[src/rtl/jzjpcc_hazard_control.sv]
// jzjpcc_hazard_control: EX/MEM/WB destination scoreboard driving forwarding, load-use stalls and branch squashing
module jzjpcc_hazard_control #(
  parameter int BRANCH_PENALTY = 2
) (
  input  logic       clock,
  input  logic       reset,
  input  logic       decode_valid,
  input  logic [4:0] decode_rs1Addr,
  input  logic [4:0] decode_rs2Addr,
  input  logic       decode_usesRs1,
  input  logic       decode_usesRs2,
  input  logic [4:0] decode_rdAddr,
  input  logic       decode_rdWriteEnable,
  input  logic       decode_rdSource,
  input  logic       branchTaken,
  output logic       stallFetch,
  output logic       stallDecode,
  output logic       flushDecode,
  output logic       bubbleExecute,
  output logic [1:0] forwardRs1,
  output logic [1:0] forwardRs2
);
  typedef struct packed {
    logic       valid;
    logic [4:0] rdAddr;
    logic       rdWriteEnable;
    logic       rdSource;
  } slot_t;
  typedef enum logic {IDLE, FLUSH} state_t;
  slot_t      exSlot, memSlot, wbSlot;
  logic [4:0] exRs1Addr, exRs2Addr;
  logic       exUsesRs1, exUsesRs2;
  state_t     state;
  logic [1:0] flushCnt;
  logic       branchStart, branchFlush, loadUse;
  function automatic logic writes(input slot_t s, input logic [4:0] r);
    return s.valid & s.rdWriteEnable & (s.rdAddr == r) & (r != 5'd0);
  endfunction
  // MEM only forwards ALU results; a MEM load can never feed EX because of the load-use bubble
  function automatic logic [1:0] fwd(input logic uses, input logic [4:0] r, input slot_t m, input slot_t w);
    return !uses ? 2'b00 : (writes(m, r) & ~m.rdSource) ? 2'b01 : writes(w, r) ? 2'b10 : 2'b00;
  endfunction
  always_comb begin
    branchStart   = (state == IDLE) & branchTaken & exSlot.valid;
    branchFlush   = branchStart | (state == FLUSH);
    loadUse       = decode_valid & exSlot.rdSource &
                    ((decode_usesRs1 & writes(exSlot, decode_rs1Addr)) |
                     (decode_usesRs2 & writes(exSlot, decode_rs2Addr)));
    bubbleExecute = reset & (branchFlush | loadUse);
    flushDecode   = reset & branchFlush;
    stallFetch    = reset & loadUse & ~branchFlush;
    stallDecode   = stallFetch;
    forwardRs1    = reset ? fwd(exUsesRs1, exRs1Addr, memSlot, wbSlot) : 2'b00;
    forwardRs2    = reset ? fwd(exUsesRs2, exRs2Addr, memSlot, wbSlot) : 2'b00;
  end
  always_ff @(posedge clock) begin
    if (!reset) begin
      exSlot    <= '0;
      memSlot   <= '0;
      wbSlot    <= '0;
      exRs1Addr <= '0;
      exRs2Addr <= '0;
      exUsesRs1 <= 1'b0;
      exUsesRs2 <= 1'b0;
      state     <= IDLE;
      flushCnt  <= 2'd0;
    end else begin
      wbSlot    <= memSlot;
      memSlot   <= exSlot;
      exSlot    <= '{decode_valid & ~bubbleExecute, decode_rdAddr, decode_rdWriteEnable, decode_rdSource};
      exRs1Addr <= decode_rs1Addr;
      exRs2Addr <= decode_rs2Addr;
      exUsesRs1 <= decode_usesRs1;
      exUsesRs2 <= decode_usesRs2;
      if (state == IDLE) begin
        if (branchStart && BRANCH_PENALTY > 1) begin
          state    <= FLUSH;
          flushCnt <= 2'(BRANCH_PENALTY - 1);
        end
      end else begin
        flushCnt <= flushCnt - 2'd1;
        state    <= (flushCnt == 2'd1) ? IDLE : FLUSH;
      end
    end
  end
endmodule

[config.mk]
export PLATFORM = sky130hd
export DESIGN_NAME = jzjpcc_hazard_control
export DESIGN_NICKNAME = d
export VERILOG_FILES = /design/src/rtl/jzjpcc_hazard_control.sv
export SDC_FILE = /design/constraint.sdc
export NUM_CORES = 1
export LEC_CHECK = 0
export CORE_ASPECT_RATIO = 1.25
export CORE_MARGIN = 1.5
export CORE_UTILIZATION = 53
export DETAILED_ROUTE_END_ITERATION = 12
export GPL_ROUTABILITY_DRIVEN = 0
export PLACE_DENSITY = 0.91
export SLEW_MARGIN = 5
export SYNTH_ARGS = -nofsm -noshare
export SYNTH_HDL_FRONTEND = slang
export SYNTH_SLANG_ARGS = --single-unit
[constraint.sdc]
create_clock -name clock -period 3.6 [get_ports clock]
set_clock_uncertainty 0.05 [all_clocks]
set_input_delay 0.72 -clock clock [delete_from_list [all_inputs] [get_ports clock]]
set_output_delay 0.72 -clock clock [all_outputs]
set_load 0.05 [all_outputs]
---- After elaboration in Yosys (flattened, before gate mapping) ----
Cells that the tools add are included.
cells by class
  $add $sub $neg .......................... 1
  equality and inequality tests ........... 7
  multiplexer cells ....................... 13
  bitwise operators ....................... 35
  reduce and logical (&&, ||, !) cells .... 5
operator list
  kind                                                  count
  equality test 5 bit                                   6
  AND 1 bit                                             28
  two-way mux 2 bit                                     10
  nonzero test 5 bit                                    4
  inverter 1 bit                                        4
  two-way mux 1 bit                                     3
  OR 1 bit                                              3
  equality test 2 x 1 -> 1 bit (second input constant)  1
  nonzero test 2 bit                                    1
  subtractor 2 x 1 -> 2 bit (second input constant)     1
word-level totals
  register bits after elaboration ......... 38
  bits of input ports ..................... 23
  output and inout port bits .............. 8
  logic and storage cells ................. 78

---- Depth between registers and ports, before layout ----
  depth in word-level cells ............... 10
  mapped depth ............................ 6
  depth with buffers taken out ............ 5

---- Worst setup path after synthesis ----
OpenSTA, ideal clock, no wires.
  kind .................................... input to output
  start point ............................. in reset
  end point ............................... out stallFetch
  arrival ................................. 2454 ps
  required time ........................... 2830 ps
  path slack .............................. 376 ps
  stages .................................. 6
  cell sequence ........................... and2_4 nand4_1 a2111oi_1 a32oi_1 nor2_1 buf_4
between the ends
  word-level cells in the longest chain between the ends .. 2
ends and longest elaborated chain
  what                    RTL line  source
  start, declared         6         input logic reset,
  AND 1 bit (2 in a row)  51        stallFetch = reset & loadUse & ~branchFlush;
  end, declared           16        output logic stallFetch,
Every way passes these cells.

---- Final worst setup path ----
  start point ............................. in reset
  end point ............................... out stallDecode
between the ends
  word-level cells in the longest chain between the ends .. 2
ends and longest elaborated chain
  what                    RTL line  source
  AND 1 bit (2 in a row)  51
  end, declared           17        output logic stallDecode,
Every way passes these cells.

==> key figures <==
Clocking
  • # Post-CTS Setup Buffers: 0
  • Hold buffers post-CTS: 0
  • CTS tree: yes
  • Worst-Skew Late Latency: 0.33 ns
  • H-tree depth: 2
  • CTS Root Cell: clkbuf_4
  • CTS sink count: 38
  • Clock slew at reported path FFs: 0.09 ns
  • Post-CTS Resized: 0
  • CTS buffer count: 5
  • Clk buf depth: 2

Routing
  • DRT Pass-1 Iters: 4
  • M1 WL: 1200 um
  • Iter 0 DRT Violations: 54
  • Uppermost layer routed: met4
  • WL met2: 1800 um
  • ANT nets after route: 0
  • Via/cell ratio: 5.40
  • DRC: 0
  • Wire length on met3: 131 um
  • WL/cell: 14.7 um
  • Detailed Route WL: 3210 um
  • Via Count: 1183

STA
  • Final setup violation count: 0
  • Pins Over Slew Limit: 0
  • Headroom to the max-slew limit: 0.642
  • Final min period: 3.41 ns
  • Worst slew pin tran: 0.532 ns
  • RSZ-0062 raised after global routing: false
  • Final Hold Fails: 0
  • Final worst slack: 0.192 ns
  • Period utilisation layout: 0.947
  • Setup TNS: 0 ns
  • Max frequency: 293 MHz

Worst hold path
  • Hold crit path type: flop to flop

Critical path
  • Worst Path Class, Setup: primary input to output port
  • R2R setup slack: 2.10 ns
  • WP data arrival: 2.64 ns
  • Cell family contributing the most delay on the critical path: buffers and inverters
  • CP max FO: 4
  • Bufs and invs on worst path: 2
  • CP Launch Type: primary input
  • CP Capture Type: output port
  • Max stage delay cell, worst path: clkdlybuf4s50_1
  • Max incr delay on CP: 0.54 ns
  • Crit path cell chain: clkdlybuf4s50_1 -> and2_4 -> nand4_1 -> a2111oi_0 -> a32oi_1 -> nor2_1 -> buf_12
  • WP data required: 2.83 ns

Cells and area
  • Design Area, Final: 1980 um^2
  • Layout cell share with drive strength beyond 1: 0.0811
  • ANT cells: 0
  • Final core occ: 0.731
  • Nets: 209
  • Fillers: 192
  • Syn-to-layout area delta: 29.5%

Floorplanning
  • Die H: 63.1 um
  • I/O pin cnt: 31
  • Core footprint: 2710 um^2
  • Number of core rows: 21
  • Total die area: 3220 um^2
  • Starting Density: 0.565
  • Die Span X: 51.0 um

Synth
  • Post-synthesis simple-gate area fraction: 0.250
  • YS warnings: 0
  • Synth top area share: 0.498
  • Dominant cells by area after synthesis: dfxtp_1, and2_1, xnor2_1
  • Register bit total from synthesis: 38
  • Top_reg_cell synth: dfxtp_1
  • EDFF count, synth: 0
  • Largest family of logic cells by synthesized area: simple AND/OR/NAND/NOR gates
  • Part of the Yosys area used for sequential elements: 0.498
  • Portion of netlist area occupied by mux cells: 0
  • Post-synthesis xor/xnor area fraction: 0.160
  • Synth Area in Compound Gates: 0.0548
  • Adder-cell share of the synthesized area: 0.00818
  • Syn Inst Count: 152
  • Mean Syn Cell Area: 10.1 um^2
  • Synth cell types: 29
  • Yosys top cell by area: dfxtp_1
  • Async SR Flop Fraction: 0
  • Syn_nets: 176
  • Post-Syn Area: 1530 um^2

Place
  • Hpwl dp: 2510 um
  • Dpl ws: 0.187 ns
  • Cell Area, Placed: 1930 um^2
  • # port buffers: 30

GRT
  • Largest net degree at the start of global routing: 40
  • Antenna violations before repair: 0
  • First-pass GRT wire length: 5200 um
  • All-Layer GR Usage: 0.221
  • Vias in the first global route: 1163
  • Gr ovfl total: 0

Job
  • Max-cap viol count: 0

Power and ir drop
  • Leak pwr: 0.817 nW
  • Pwr/cell area: 378 nW/um^2
  • Max IR drop VDD: 281 uV

Status
  • Outcome: finished clean
[per-layer routing]
metal	global-route usage	up-vias
met2	0.409	38
met1	0.219	566
li1	-	571
met5	0	-
met3	0.0521	8
met4	0.118	0
[where the power goes]
part | switching (W) | internal (W) | total, W
registers | 0.0000184 | 0.000440 | 0.000459
logic | 0.0000395 | 0.0000564 | 0.0000959
clock network | 0.000121 | 0.0000736 | 0.000194
total | 0.000178 | 0.000570 | 0.000749
[final timing paths]
check | from | to | depth (start not counted)
max | reset | stallDecode | 7
min | memSlot[1]$_SDFF_PN0_ | wbSlot[1]$_SDFF_PN0_ | 1
min reg2reg | memSlot[1]$_SDFF_PN0_ | wbSlot[1]$_SDFF_PN0_ | 1
max reg2reg | exSlot[1]$_SDFF_PN0_ | exSlot[7]$_SDFF_PN0_ | 5
[area by class of cell]
type	instances	area [um^2]	share of cell area
tap	34	42.5	0.0215
inverter	5	18.8	0.00948
sequential	38	761	0.384
multi-input combinational	104	724	0.366
clock buffer	7	45.0	0.0228
timing repair buffer	31	388	0.196
[logic make-up (layout without fill, tap and decap cells)]
logic type	Yosys count	after routing
AOI/OAI and AO/OA	11	11
xor gates and xnor gates	28	28
adders and majority gates	1	1
buffers and inverters	10	43
DFF	38	38
and+or+nand+nor	64	64
[sequential cells by signal, summed over array words and instances, names as in the netlist]
name,count
exSlot,8
memSlot,8
wbSlot,7
exRs1Addr,5
exRs2Addr,5
flushCnt,2
exUsesRs1,1
exUsesRs2,1
state,1
[cells in the mapped netlist, types with 2 or more instances]
cell / number
nand2_1: 4
clkbuf_1: 2
and2_1: 33
dfxtp_1: 38
inv_1: 5
nor2_1: 6
nand4_1: 7
or4_1: 4
nor4_1: 3
xnor2_1: 14
xor2_1: 14
buf_2: 2
nor3_1: 2
and3_1: 2
a21oi_1: 2
[cell usage in the layout, fill, tap and decap left out]
master	netlist	layout
dfxtp_1	38	38
a22oi_1	1	1
nor2_1	6	6
nor2b_1	1	1
o41ai_1	1	1
a21o_1	1	1
o21ai_0	1	1
o21bai_1	1	1
clkdlybuf4s50_1	0	22
inv_1	5	5
buf_12	0	8
buf_4	1	1
clkbuf_4	0	5
or4_1	4	4
a32oi_1	1	1
and3_1	2	2
xnor2_1	14	14
clkbuf_1	2	2
nor3_1	2	2
nand4_1	7	7
xor2_1	14	14
o211a_1	1	1
nand2_1	4	4
and2_1	33	33
and2_4	1	1
a21oi_1	2	2
a2111oi_1	1	1
ha_1	1	1
and4_1	1	1
nor4_1	3	3
a2111oi_0	1	1
[stage by stage]
step / instances / power (W) / hold WS, ns
after detailed placement: 212 / 0.000563 / 0.399
after floorplan: 152 / 0.000515 / 0.385
after global placement: 212 / 0.000557 / 0.392
after global routing: 219 / 0.000790 / 0.445
after CTS: 219 / 0.000755 / 0.427
final: 219 / 0.000749 / 0.422
[worst reg2reg max path, stage by stage, from the launching register on]
cell and delay (ns):
dfxtp_1 0.33, and2_4 0.14, nand4_1 0.11, a2111oi_0 0.39, a32oi_1 0.15, and4_1 0.24
(Power assumes the default switching activity.)
